[config.mk]
export PLATFORM = sky130hd
export DESIGN_NAME = iact_csc_encoder
export DESIGN_NICKNAME = d
export VERILOG_FILES = /design/src/rtl/iact_csc_pkg.sv /design/src/rtl/iact_stream_reg.sv /design/src/rtl/iact_csc_encoder.sv
export SDC_FILE = /design/constraint.sdc
export NUM_CORES = 1
export LEC_CHECK = 0
export ABC_CLOCK_PERIOD_IN_PS = 3210
export CAP_MARGIN = 10
export CORE_AREA = 3 3 82 84
export CTS_CLUSTER_DIAMETER = 50
export DETAILED_ROUTE_END_ITERATION = 12
export DIE_AREA = 0 0 85 87
export PLACE_DENSITY = 0.78
export RECOVER_POWER = 25
export SLEW_MARGIN = 20
export SYNTH_ARGS = -nofsm -noshare
export SYNTH_HDL_FRONTEND = slang
export SYNTH_SLANG_ARGS = --single-unit
[constraint.sdc]
create_clock -name clock -period 3.21 [get_ports clock]
set_input_delay 0.642 -clock clock [delete_from_list [all_inputs] [get_ports clock]]
set_output_delay 0.642 -clock clock [all_outputs]
set_load 0.02 [all_outputs]
[src/rtl/iact_csc_pkg.sv]
// Shared types and constants for the iact compressed-sparse-column encoder.
// Address and data word widths, the row index width and the FSM state encoding live here.
package iact_csc_pkg;

  localparam int ADDR_W = 7;
  localparam int DATA_W = 12;
  localparam int ROW_W  = 4;

  localparam logic [ADDR_W-1:0] ZERO_CODE = 7'd127;
  localparam logic [ADDR_W-1:0] CUM_MAX   = 7'd126;
  localparam int                TERM_VAL  = 0;

  typedef enum logic [1:0] {
    ST_IDLE      = 2'd0,
    ST_ENCODE    = 2'd1,
    ST_TERM      = 2'd2,
    ST_WAIT_DONE = 2'd3
  } state_t;

endpackage

[src/rtl/iact_stream_reg.sv]
// One-entry valid/ready output register for the address and data streams.
// A new word may be loaded in the same cycle the current one is consumed.
module iact_stream_reg #(
  parameter int W = 7
) (
  input  logic         clock,
  input  logic         reset,
  input  logic         load,
  input  logic [W-1:0] load_data,
  output logic         slot_free,
  output logic         valid,
  input  logic         ready,
  output logic [W-1:0] data
);

  assign slot_free = !valid || ready;

  always_ff @(posedge clock or negedge reset) begin
    if (!reset) begin
      valid <= 1'b0;
      data  <= '0;
    end else if (load) begin
      valid <= 1'b1;
      data  <= load_data;
    end else if (ready) begin
      valid <= 1'b0;
    end
  end

endmodule

[src/rtl/iact_csc_encoder.sv]
// Column-major dense activation stream to CSC address/data streams for the iact bank.
// Nonzeros emit {value,row}; each column end emits the cumulative nonzero count.
//
// state     | meaning
// IDLE      | waiting for start
// ENCODE    | consuming dense elements, emitting data and per-column addresses
// TERM      | emitting one 0 terminator on each stream
// WAIT_DONE | waiting for the bank to report iact_write_done
module iact_csc_encoder
  import iact_csc_pkg::*;
#(
  parameter int                MAX_ROWS  = 16,
  parameter logic [ADDR_W-1:0] ZERO_CODE = iact_csc_pkg::ZERO_CODE
) (
  input  logic              clock,
  input  logic              reset,
  input  logic              start,
  input  logic [ROW_W:0]    num_rows,
  input  logic [ADDR_W-1:0] num_cols,
  input  logic              dense_in_valid,
  output logic              dense_in_ready,
  input  logic [7:0]        dense_in,
  output logic              addr_out_valid,
  input  logic              addr_out_ready,
  output logic [ADDR_W-1:0] addr_out,
  output logic              data_out_valid,
  input  logic              data_out_ready,
  output logic [DATA_W-1:0] data_out,
  output logic              iact_write_en,
  input  logic              iact_write_done,
  output logic              busy,
  output logic              done,
  output logic              err
);

  localparam logic [ROW_W:0] ROWS_CAP = (ROW_W+1)'(MAX_ROWS);

  state_t            state;
  logic [ROW_W-1:0]  row_cnt;
  logic [ROW_W:0]    rows_r;
  logic [ADDR_W-1:0] col_cnt, cols_r, cum_cnt, cum_next;
  logic              col_nz, col_nz_next, addr_term_sent, data_term_sent;
  logic              last_row, last_col, accept, is_nz;
  logic              addr_free, data_free, addr_load, data_load;
  logic [ADDR_W-1:0] addr_word;
  logic [DATA_W-1:0] data_word;

  assign last_row    = ({1'b0, row_cnt} == (rows_r - (ROW_W+1)'(1)));
  assign last_col    = (col_cnt == (cols_r - ADDR_W'(1)));
  assign dense_in_ready = (state == ST_ENCODE) && data_free && (!last_row || addr_free);
  assign accept      = dense_in_valid && dense_in_ready;
  assign is_nz       = (dense_in != 8'd0);
  assign cum_next    = (is_nz && cum_cnt != CUM_MAX) ? cum_cnt + ADDR_W'(1) : cum_cnt;
  assign col_nz_next = col_nz || is_nz;
  assign iact_write_en = (state == ST_IDLE) && start;
  assign busy        = (state != ST_IDLE);

  always_comb begin
    data_load = 1'b0;
    data_word = '0;
    addr_load = 1'b0;
    addr_word = '0;
    if (accept) begin
      if (is_nz) begin
        data_load = 1'b1;
        data_word = {dense_in, row_cnt};
      end
      if (last_row) begin
        addr_load = 1'b1;
        addr_word = col_nz_next ? cum_next : ZERO_CODE;
      end
    end
    if (state == ST_TERM) begin
      if (!data_term_sent && data_free) begin
        data_load = 1'b1;
        data_word = DATA_W'(TERM_VAL);
      end
      if (!addr_term_sent && addr_free) begin
        addr_load = 1'b1;
        addr_word = ADDR_W'(TERM_VAL);
      end
    end
  end

  always_ff @(posedge clock or negedge reset) begin
    if (!reset) begin
      state          <= ST_IDLE;
      row_cnt        <= '0;
      rows_r         <= '0;
      col_cnt        <= '0;
      cols_r         <= '0;
      cum_cnt        <= '0;
      col_nz         <= 1'b0;
      addr_term_sent <= 1'b0;
      data_term_sent <= 1'b0;
      done           <= 1'b0;
      err            <= 1'b0;
    end else begin
      done <= 1'b0;
      case (state)
        ST_IDLE: if (start) begin
          rows_r         <= (num_rows > ROWS_CAP) ? ROWS_CAP : num_rows;
          cols_r         <= num_cols;
          row_cnt        <= '0;
          col_cnt        <= '0;
          cum_cnt        <= '0;
          col_nz         <= 1'b0;
          err            <= 1'b0;
          addr_term_sent <= 1'b0;
          data_term_sent <= 1'b0;
          state <= (num_rows == '0 || num_cols == '0) ? ST_TERM : ST_ENCODE;
        end
        ST_ENCODE: if (accept) begin
          cum_cnt <= cum_next;
          if (is_nz && cum_cnt == CUM_MAX) err <= 1'b1;
          if (last_row) begin
            row_cnt <= '0;
            col_nz  <= 1'b0;
            col_cnt <= col_cnt + ADDR_W'(1);
            if (last_col) state <= ST_TERM;
          end else begin
            row_cnt <= row_cnt + ROW_W'(1);
            col_nz  <= col_nz_next;
          end
        end
        ST_TERM: begin
          if (data_load) data_term_sent <= 1'b1;
          if (addr_load) addr_term_sent <= 1'b1;
          // sent flags rise with the load, so low valids afterwards mean consumed
          if (addr_term_sent && data_term_sent && !addr_out_valid && !data_out_valid)
            state <= ST_WAIT_DONE;
        end
        ST_WAIT_DONE: if (iact_write_done) begin
          done  <= 1'b1;
          state <= ST_IDLE;
        end
        default: state <= ST_IDLE;
      endcase
    end
  end

  iact_stream_reg #(.W(ADDR_W)) u_addr_reg (
    .clock     (clock),
    .reset     (reset),
    .load      (addr_load),
    .load_data (addr_word),
    .slot_free (addr_free),
    .valid     (addr_out_valid),
    .ready     (addr_out_ready),
    .data      (addr_out)
  );

  iact_stream_reg #(.W(DATA_W)) u_data_reg (
    .clock     (clock),
    .reset     (reset),
    .load      (data_load),
    .load_data (data_word),
    .slot_free (data_free),
    .valid     (data_out_valid),
    .ready     (data_out_ready),
    .data      (data_out)
  );

endmodule

==> results of run 1 <==
## power by group through the flow
stage | Sequential, W | Clock [W] | Combinational (W)
final | 0.00115 | 0.000597 | 0.00139
after global routing | 0.00117 | 0.000640 | 0.00154
after CTS | 0.00114 | 0.000607 | 0.00139
after global placement | 0.00114 | 0 | 0.00135
after floorplan | 0.00116 | 0 | 0.000900
after detailed placement | 0.00115 | 0 | 0.00139
## logic make-up (layout without fill, tap and decap cells)
| family | after synthesis | in the layout | share of synthesized area [%] |
|---|---|---|---|
| xor+xnor | 19 | 19 | 5.173 |
| buf+inv | 22 | 87 | 2.878 |
| mux | 19 | 19 | 6.145 |
| flops | 58 | 58 | 45.12 |
| simple gates | 143 | 143 | 22.56 |
| fa+ha+maj | 10 | 10 | 3.890 |
| compound gates | 69 | 69 | 14.24 |
## cell usage in the layout, fill, tap and decap left out, types with 3 or more instances in the layout
master / count
ha_1: 10
a31oi_1: 3
clkdlybuf4s50_1: 50
buf_4: 6
mux2_2: 6
nand3b_1: 3
nor2b_1: 6
a21oi_1: 10
nor2_1: 38
o31ai_1: 3
nor3_1: 4
or4_1: 5
dfrtp_1: 58
clkbuf_1: 4
nand2_1: 40
nand3_1: 13
nand2b_1: 8
mux2i_1: 13
a22o_1: 8
xnor2_1: 9
nor4_1: 3
clkinv_2: 3
xor2_1: 10
clkbuf_8: 11
nand4_1: 4
o21ai_0: 29
inv_1: 11
and3_1: 5
## synthesized netlist by cell type, drive strengths merged, types with 2 or more instances
master	instances	area, um^2
nand3b	3	22.52
a22o	8	70.07
nand2b	8	50.05
clkbuf	7	26.28
buf	3	21.27
ha	10	125.1
nor2b	6	37.54
o211ai	3	36.28
nand4	4	25.02
nor4	4	31.28
and3	5	31.28
nand2	40	150.1
and2	2	12.51
inv	11	41.29
mux2	6	67.56
nor3b	2	26.28
or4	5	37.54
o21ai	31	158.9
mux2i	13	130.1
xor2	10	87.58
nand3	13	65.06
or3	2	12.51
nor2	38	142.6
o31ai	3	22.52
nor3	4	20.02
xnor2	9	78.83
a31oi	3	18.77
dfrtp	58	1451
a21oi	10	50.05
## cell type report
type                            instances  share of cell area, %
Clock buffer                           12                  3.880
Clock inverter                          3                 0.3755
Inverter                               12                  1.126
Multi-Input combinational cell        260                  41.83
Sequential cell                        58                  36.30
Tap cell                               75                  2.347
Timing Repair Buffer                   60                  14.14
## state kept, by name, summed over array words and instances, names as in the netlist, 2 cells and up
signal,count
row_cnt,4
col_cnt,7
cum_cnt,7
cols_r,7
u_addr_reg.data,7
rows_r,5
state,2
u_data_reg.data,12
## metal layers
| metal | global-route usage [%] | wire length [um] | part of all wire [%] |
|---|---|---|---|
| met1 | 29.53 | 3636 | 48 |
| met2 | 32.20 | 3251 | 43 |
| met3 | 4.730 | 486 | 6.4 |
| met4 | 9.784 | 165 | 2.2 |
| met5 | 0 | 0 | 0 |
## repair_timing
item                                    CTS  global route
resized for setup                         1             0
hold buffers                              0             0
endpoints found under the setup margin    1             0
## path summary, 6_finish.rpt
| check | depth (start not counted) | to | slack, ns | from |
|---|---|---|---|---|
| setup / recovery | 8 | dense_in_ready | 0.21 | rows_r[0]$_DFFE_PN0P_ |
| hold / removal | 1 | col_cnt[4]$_DFFE_PN0P_ | 0.35 | reset |
| setup reg to reg | 9 | u_data_reg.data[9]$_DFFE_PN0P_ | 0.50 | rows_r[0]$_DFFE_PN0P_ |
| hold reg to reg | 2 | err$_DFFE_PN0P_ | 0.50 | err$_DFFE_PN0P_ |
| max in group asynchronous | 2 | cum_cnt[3]$_DFFE_PN0P_ | 1.04 | reset |
| min in group clock | 2 | err$_DFFE_PN0P_ | 0.50 | err$_DFFE_PN0P_ |
## through the flow
stage / instances / area [um^2] / setup WS [ns] / power, W / hold WS, ns
global route: 480 / 3999 / 0.06808 / 0.003355 / 0.3916
floorplan: 340 / 3217 / 0.8877 / 0.002063 / 0.3464
global placement: 465 / 3839 / 0.3749 / 0.002491 / 0.4862
CTS: 480 / 4008 / 0.2153 / 0.003141 / 0.1939
finish: 480 / 3999 / 0.2126 / 0.003134 / 0.3458
detailed placement: 465 / 3839 / 0.3448 / 0.002545 / 0.4892
==> impl_metrics.toml, run 1 <==
[outcome]
status = "finished clean"

[pwr]
irDropWorstVdd_mv = 0.4488
p_clk_share_pct = 19.1
intPower_w = 0.001847
leakage_nw = 1.793
swShare_pct = 41.05
p_per_area_nw_per_um2 = 783.7
switching_power_w = 0.001287
p_seq_share_pct = 36.5
combPwrFrac_pct = 44.4

[routing]
viasPerCell = 5.729
routed_wl_mm = 7.540
vias = 2750
antenna_left = 0
drt_first_pass_iters = 6
wl_per_cell_um = 15.71
drt_iter0_drc = 135
drc = 0

[synth]
syn_inst = 340
synthArstFlopShare_pct = 100.0
yosysWarningCount = 0
syn-cell-area_um2 = 3217
ys_types = 54
syn_avg_cell_area_um2 = 9.461
synth-edff-count = 0
ys_ff_latch = 58
ys.flop_type = "dfrtp_1"
yosysSeqAreaShare_pct = 45.12
syn-num-nets = 377

[timing]
fin_crit_ns = 2.997
fin_skew_ns = 0.007433
relSlewSlack_pct = 0.7285
fin_crit_sh_pct = 93.38
fmax_ghz = 0.3336
final.setup.tns_ns = 0
drv_slew = 0
hold_viol_final = 0
rsz0062_at_grt = "no"
finalSetupViolations = 0
tightest_slew_ns = 1.489

[die]
die_w_um = 85
fp-row-count = 28
die_h_um = 87
die_area_um2 = 7395
initial_core_util_pct = 53.70
ios = 53
coreArea_um2 = 5991

[cells_and_area]
areaGrowthSynthToFinish_pct = 24.31
final_nets = 438
seq_area_um2 = 1451
multiInputGateArea_um2 = 1673
fin_util_pct = 66.75
drive_gt1_share_pct = 8.148
insertedDiodeCount = 0
nFillCells = 508

[clock_network]
clock_latency_ns = 0.33
clockBufferDepth = 2
post_cts_buffers = 0
cts_sinks = 58
clk_pin_slew_ns = 0.06
cts-root-buf = "clkbuf_8"
cts_tree = "yes"
numCtsBuffers = 9
h-tree-depth = 3

[setup_path]
critical-path-top-delay-family = "simple AND/OR/NAND/NOR gates"
slowest_stage = "dfrtp_1"
cp_num_buf_inv = 2
cp_data_arrival_time_ns = 2.36
cp-start-kind = "flop"
worst_ep_required_time_ns = 2.57
path_class = "flop to primary output"
path_cells = "inv_1 > ha_1 > nor4bb_1 > a22o_1 > o211ai_4 > nor2_1 > nor2_1 > dlygate4sd2_1"
cp_slowest_stage_delay_ns = 0.40
cpMostUsedCell = "nor2_1"
cp-end-kind = "primary output"
critical_path_peak_fanout = 6

[grt]
grt_max_degree = 29
grt_overflow = 0
grt_pass1_wl_mm = 12.55
grt_pass1_vias = 2733
track_usage_pct = 21.38
grt_antenna_before_repair = 0

[run]
drv_cap = 0

[place]
dp_hpwl_mm = 5.580
portBuffers = 52
place_congestion = 0.8503

[hold_path]
holdCritPathClass = "input port to asynchronous set/reset pin"
(Power assumes the default switching activity.)
==> run 2, diff against run 1 <==
- HOLD_SLACK_MARGIN: unset -> 0.08
==> results of run 2 <==
Final layout, timing and power as in run 1 (identical DEF).
==> run 3, diff against run 2 <==
- PLACE_DENSITY: 0.78 -> 0.9
==> impl_metrics.toml, run 3 (same netlist as run 1, synthesis figures left out) <==
[die]
die_area_um2 = 7395
die_w_um = 85
die_h_um = 87
fp-row-count = 28
ios = 53
initial_core_util_pct = 53.70
coreArea_um2 = 5991

[routing]
viasPerCell = 6.079
drt_iter0_drc = 202
wl_per_cell_um = 17.15
drt_first_pass_iters = 5
drc = 0
antenna_left = 0
vias = 2924
routed_wl_mm = 8.251

[setup_path]
path_class = "flop to primary output"
slowest_stage = "dfrtp_1"
critical_path_peak_fanout = 6
cp_data_arrival_time_ns = 2.41
rr_startpoint = "rows_r[0]$_DFFE_PN0P_"
r2r_setup_slack_ns = 0.43
r2r-end = "u_data_reg.data[2]$_DFFE_PN0P_"
cp_slowest_stage_delay_ns = 0.41
cp-start-kind = "flop"
cp-end-kind = "primary output"
crit_start = "rows_r[0]$_DFFE_PN0P_"
path_cells = "inv_1 > ha_1 > nor4bb_1 > a22o_1 > o211ai_4 > nor2_2 > nor2_1 > dlygate4sd2_1"
reg2reg_depth = 9
worst_ep_required_time_ns = 2.57

[cells_and_area]
multiInputGateArea_um2 = 1675
final_nets = 438
largest_reg_flops = 12
layout_common_cells = "58 x dfrtp_1, 49 x clkdlybuf4s50_1, 40 x nand2_1"
insertedDiodeCount = 0
areaGrowthSynthToFinish_pct = 26.14
design_area_um2 = 4058
mostFrequentLayoutCell = "dfrtp_1"
top_register = "u_data_reg.data"
layoutNonFillerInstCount = 481
nFillCells = 454
seq_area_um2 = 1451
drive_gt1_share_pct = 9.113

[clock_network]
clock_latency_ns = 0.34
ctsHoldBuffers = 0
cts_sinks = 58
h-tree-depth = 3
clockBufferDepth = 2
cts-root-buf = "clkbuf_8"
clk_pin_slew_ns = 0.07
cts_tree = "yes"
numCtsBuffers = 9

[grt]
grt_antenna_before_repair = 0
grt_overflow = 0
track_usage_pct = 23.68
grt_pass1_wl_mm = 13.74
grt_max_degree = 37
grt_pass1_vias = 2922

[outcome]
status = "finished with violations"
violations = "max-capacitance violations, max-slew violations"

[timing]
fin_crit_ns = 3.049
fin_crit_sh_pct = 94.99
relSlewSlack_pct = -28.42
rsz0062_at_grt = "no"
tightest_slew_ns = 1.926
hold_viol_final = 0
whs_ns = 0.5065
drv_slew = 37
finalSetupViolations = 0
fmax_ghz = 0.3280
fin_skew_ns = 0.007861
final.setup.tns_ns = 0

[place]
placed_area_um2 = 3831
place_inst = 464
portBuffers = 52
dp_hpwl_mm = 5.760
place_congestion = 0.9324

[hold_path]
min_to = "u_addr_reg.data[6]$_DFFE_PN0P_"
min-delay-start = "u_addr_reg.data[6]$_DFFE_PN0P_"
min_path_cells = 1
holdCritPathClass = "flop to flop"

[pwr]
irDropWorstVdd_mv = 0.4746
p_per_area_nw_per_um2 = 824.6
leakage_nw = 1.818

[run]
drv_cap = 1
==> run 3: critical path, delay by kind of cell (launching register included) <==
kind / cells / cell delay [ns]
buffers and inverters: 2 / 0.41
DFF: 1 / 0.41
and+or+nand+nor: 3 / 0.61
AOI/OAI and AO/OA: 2 / 0.43
adders and majority gates: 1 / 0.21
==> run 3: what timing repair did <==
item | in CTS | in global routing
setup endpoints to repair | 1 | 0
resized for setup | 2 | 0
setup buffers | 1 | 0
==> run 3: metal layers <==
| metal | GRT usage [%] | wire, um | vias up |
|---|---|---|---|
| met4 | 14.24 | 311 | 0 |
| met3 | 4.068 | 550 | 31 |
| met1 | 30.09 | 3526 | 1423 |
| li1 | - | - | 1332 |
| met2 | 37.92 | 3862 | 138 |
| met5 | 0 | 0 | - |
==> run 3: final cells by class <==
class                   instances  share of cell area (%)
multi-input cells             260                   41.29
flip-flops and latches         58                   35.77
repair buffers                 60                   14.12
clock buffers                  11                   3.484
well taps                      75                   2.313
clock inverters                 5                   1.912
inverters                      12                   1.110
==> run 3: power by group <==
part	total (W)	switching [W]	internal, W
clock	0.000760	0.000304	0.000456
combinational	0.00144	0.000830	0.000607
sequential	0.00115	0.000219	0.000929
==> run 3: worst max-delay path by stage <==
stage | slack, ns | endpoint | depth (start not counted)
after floorplan | 0.89 | dense_in_ready | 7
after global placement | 0.36 | dense_in_ready | 5
after detailed placement | 0.28 | dense_in_ready | 8
after CTS | 0.18 | dense_in_ready | 8
after global routing | 0.02 | dense_in_ready | 8
final | 0.16 | dense_in_ready | 8
==> run 3: metrics by stage <==
stage,total power (W),setup WS (ns),utilization [%]
floorplan,0.002063,0.8877,-
global placement,0.002466,0.3648,63.95
detailed placement,0.002544,0.2829,63.95
CTS,0.003335,0.1751,67.75
global route,0.003548,0.02360,67.73
finish,0.003346,0.1609,67.73
==> edit, RTL diff (flow settings as in run 3) <==
`ADDR_W`: 7 -> 8.
--- a/src/rtl/iact_csc_pkg.sv
+++ b/src/rtl/iact_csc_pkg.sv
@@ -3,5 +3,5 @@
 package iact_csc_pkg;
 
-  localparam int ADDR_W = 7;
+  localparam int ADDR_W = 8;
   localparam int DATA_W = 12;
   localparam int ROW_W  = 4;
Interface: changed (resized addr_out and num_cols); port bits go from 53 to 55. The function was not compared with the original's and may differ.
==> edit against run 3 <==
  * Sequential share of layout area down 0.65 points
  * Worst setup slack better by 0.26 ns
  * Total power up 14%
  * Utilization up 6.0 points
  * Wire length up 7.8%
  * Sequential cell count up 4
  * Final area up 8.9%
  * Area after synthesis up 10%
==> edit: results (changes against run 3) <==
[setup_path]
worst-path-max-fanout=14  ; +8
setup.worst_path.end_class=flip-flop
critical_path.max_stage_delay_ns=0.71  ; +0.30 ns
critPathArrivalTime_ns=3.00  ; +0.59 ns

[run_status]
status=finished clean

[synth]
syn-instance-count=387  ; +14%
synth_adder_area_share_pct=3.52  ; -0.36 points
post_synth_most_frequent_cells=sky130_fd_sc_hd__dfrtp_1 (62), sky130_fd_sc_hd__nor2_1 (41), sky130_fd_sc_hd__nand2_1 (38)
synth-seq-area-share_pct=43.7  ; -1.4 points
syn-num-nets=425  ; +13%
yosys-mux-area-fraction_pct=5.60  ; -0.54 points
netlist-cell-type-count=59  ; +9.3%
yosys.area_share.xor_xnor_pct=4.69  ; -0.49 points
ys_top_cells_by_area=sky130_fd_sc_hd__dfrtp_1 (44%), sky130_fd_sc_hd__nor2_1 (4.3%), sky130_fd_sc_hd__o21ai_0 (4.1%), sky130_fd_sc_hd__nand2_1 (4.0%), sky130_fd_sc_hd__ha_1 (3.5%)

[min_path]
worst_min_delay_path_category=in -> async

[placement]
dp.final_hpwl_um=6400  ; +11%
place.gp.congestion=0.836  ; -10%

[layout]
layout-drive-gt1-share_pct=7.49  ; -1.6 points
nNetsFinal=487  ; +11%

[global_routing]
global_route_wire_length_before_repair_um=15100  ; +10%
largest_net_degree_at_the_start_of_global_routing=28  ; -24%
grt_pass1_vias=3255  ; +11%

[power_and_ir_drop]
ir_worst_vdd_v=0.000547  ; +15%
cellLeakagePower_nw=1.87  ; +3.0%

[timing]
clock_skew_ns=0.00950  ; +0.00164 ns

-- edit: kinds of logic (layout without fill, tap and decap cells) --
family	after synthesis	in the layout
compound gates	88	88
xor+xnor	19	19
fa+ha+maj	10	10
buf+inv	31	98
flops	62	62
mux	19	19
simple gates	158	158
-- edit: power by group --
| part | switching (W) | total [W] | internal [W] |
|---|---|---|---|
| combinational | 0.00100 | 0.00171 | 0.000713 |
| sequential | 0.000270 | 0.00129 | 0.00102 |
| clock | 0.000304 | 0.000820 | 0.000516 |
| total | 0.00158 | 0.00382 | 0.00225 |
-- edit: critical path: cells and delay by family (launching register included) --
kind	cells	cell delay (ns)
compound gates	3	1.12
flops	1	0.39
simple gates	2	0.31
mux	1	0.31
buf+inv	2	0.28
fa+ha+maj	1	0.24
-- edit: area by class of cell --
| cell class | count | area share, % |
|---|---|---|
| multi-input combinational | 294 | 42.3 |
| sequential | 62 | 35.1 |
| timing repair buffer | 64 | 13.7 |
| clock buffer | 12 | 3.06 |
| clock inverter | 4 | 2.15 |
| tap | 75 | 2.12 |
| inverter | 18 | 1.53 |
-- edit: through the flow --
step	total power (W)	area (µm²)
finish	0.00382	4420
global route	0.00408	4420
CTS	0.00382	4420
detailed placement	0.00298	4190
global placement	0.00290	4190
floorplan	0.00241	3550
-- edit: what timing repair did --
| action | CTS | global route |
|---|---|---|
| hold buffers | 0 | 0 |
| endpoints found under the setup margin | 0 | 1 |
| gates resized for setup | 0 | 1 |
| hold endpoints to repair | 0 | 0 |
-- edit: layer usage --
metal  vias to the layer above  global-route usage, %  part of all wire (%)
met5                         -                      0                     0
met4                         0                   12.4                   2.3
met3                        19                   5.68                   6.6
met2                       137                   43.4                    49
met1                      1551                   31.8                    42
li1                       1524                      -                     -
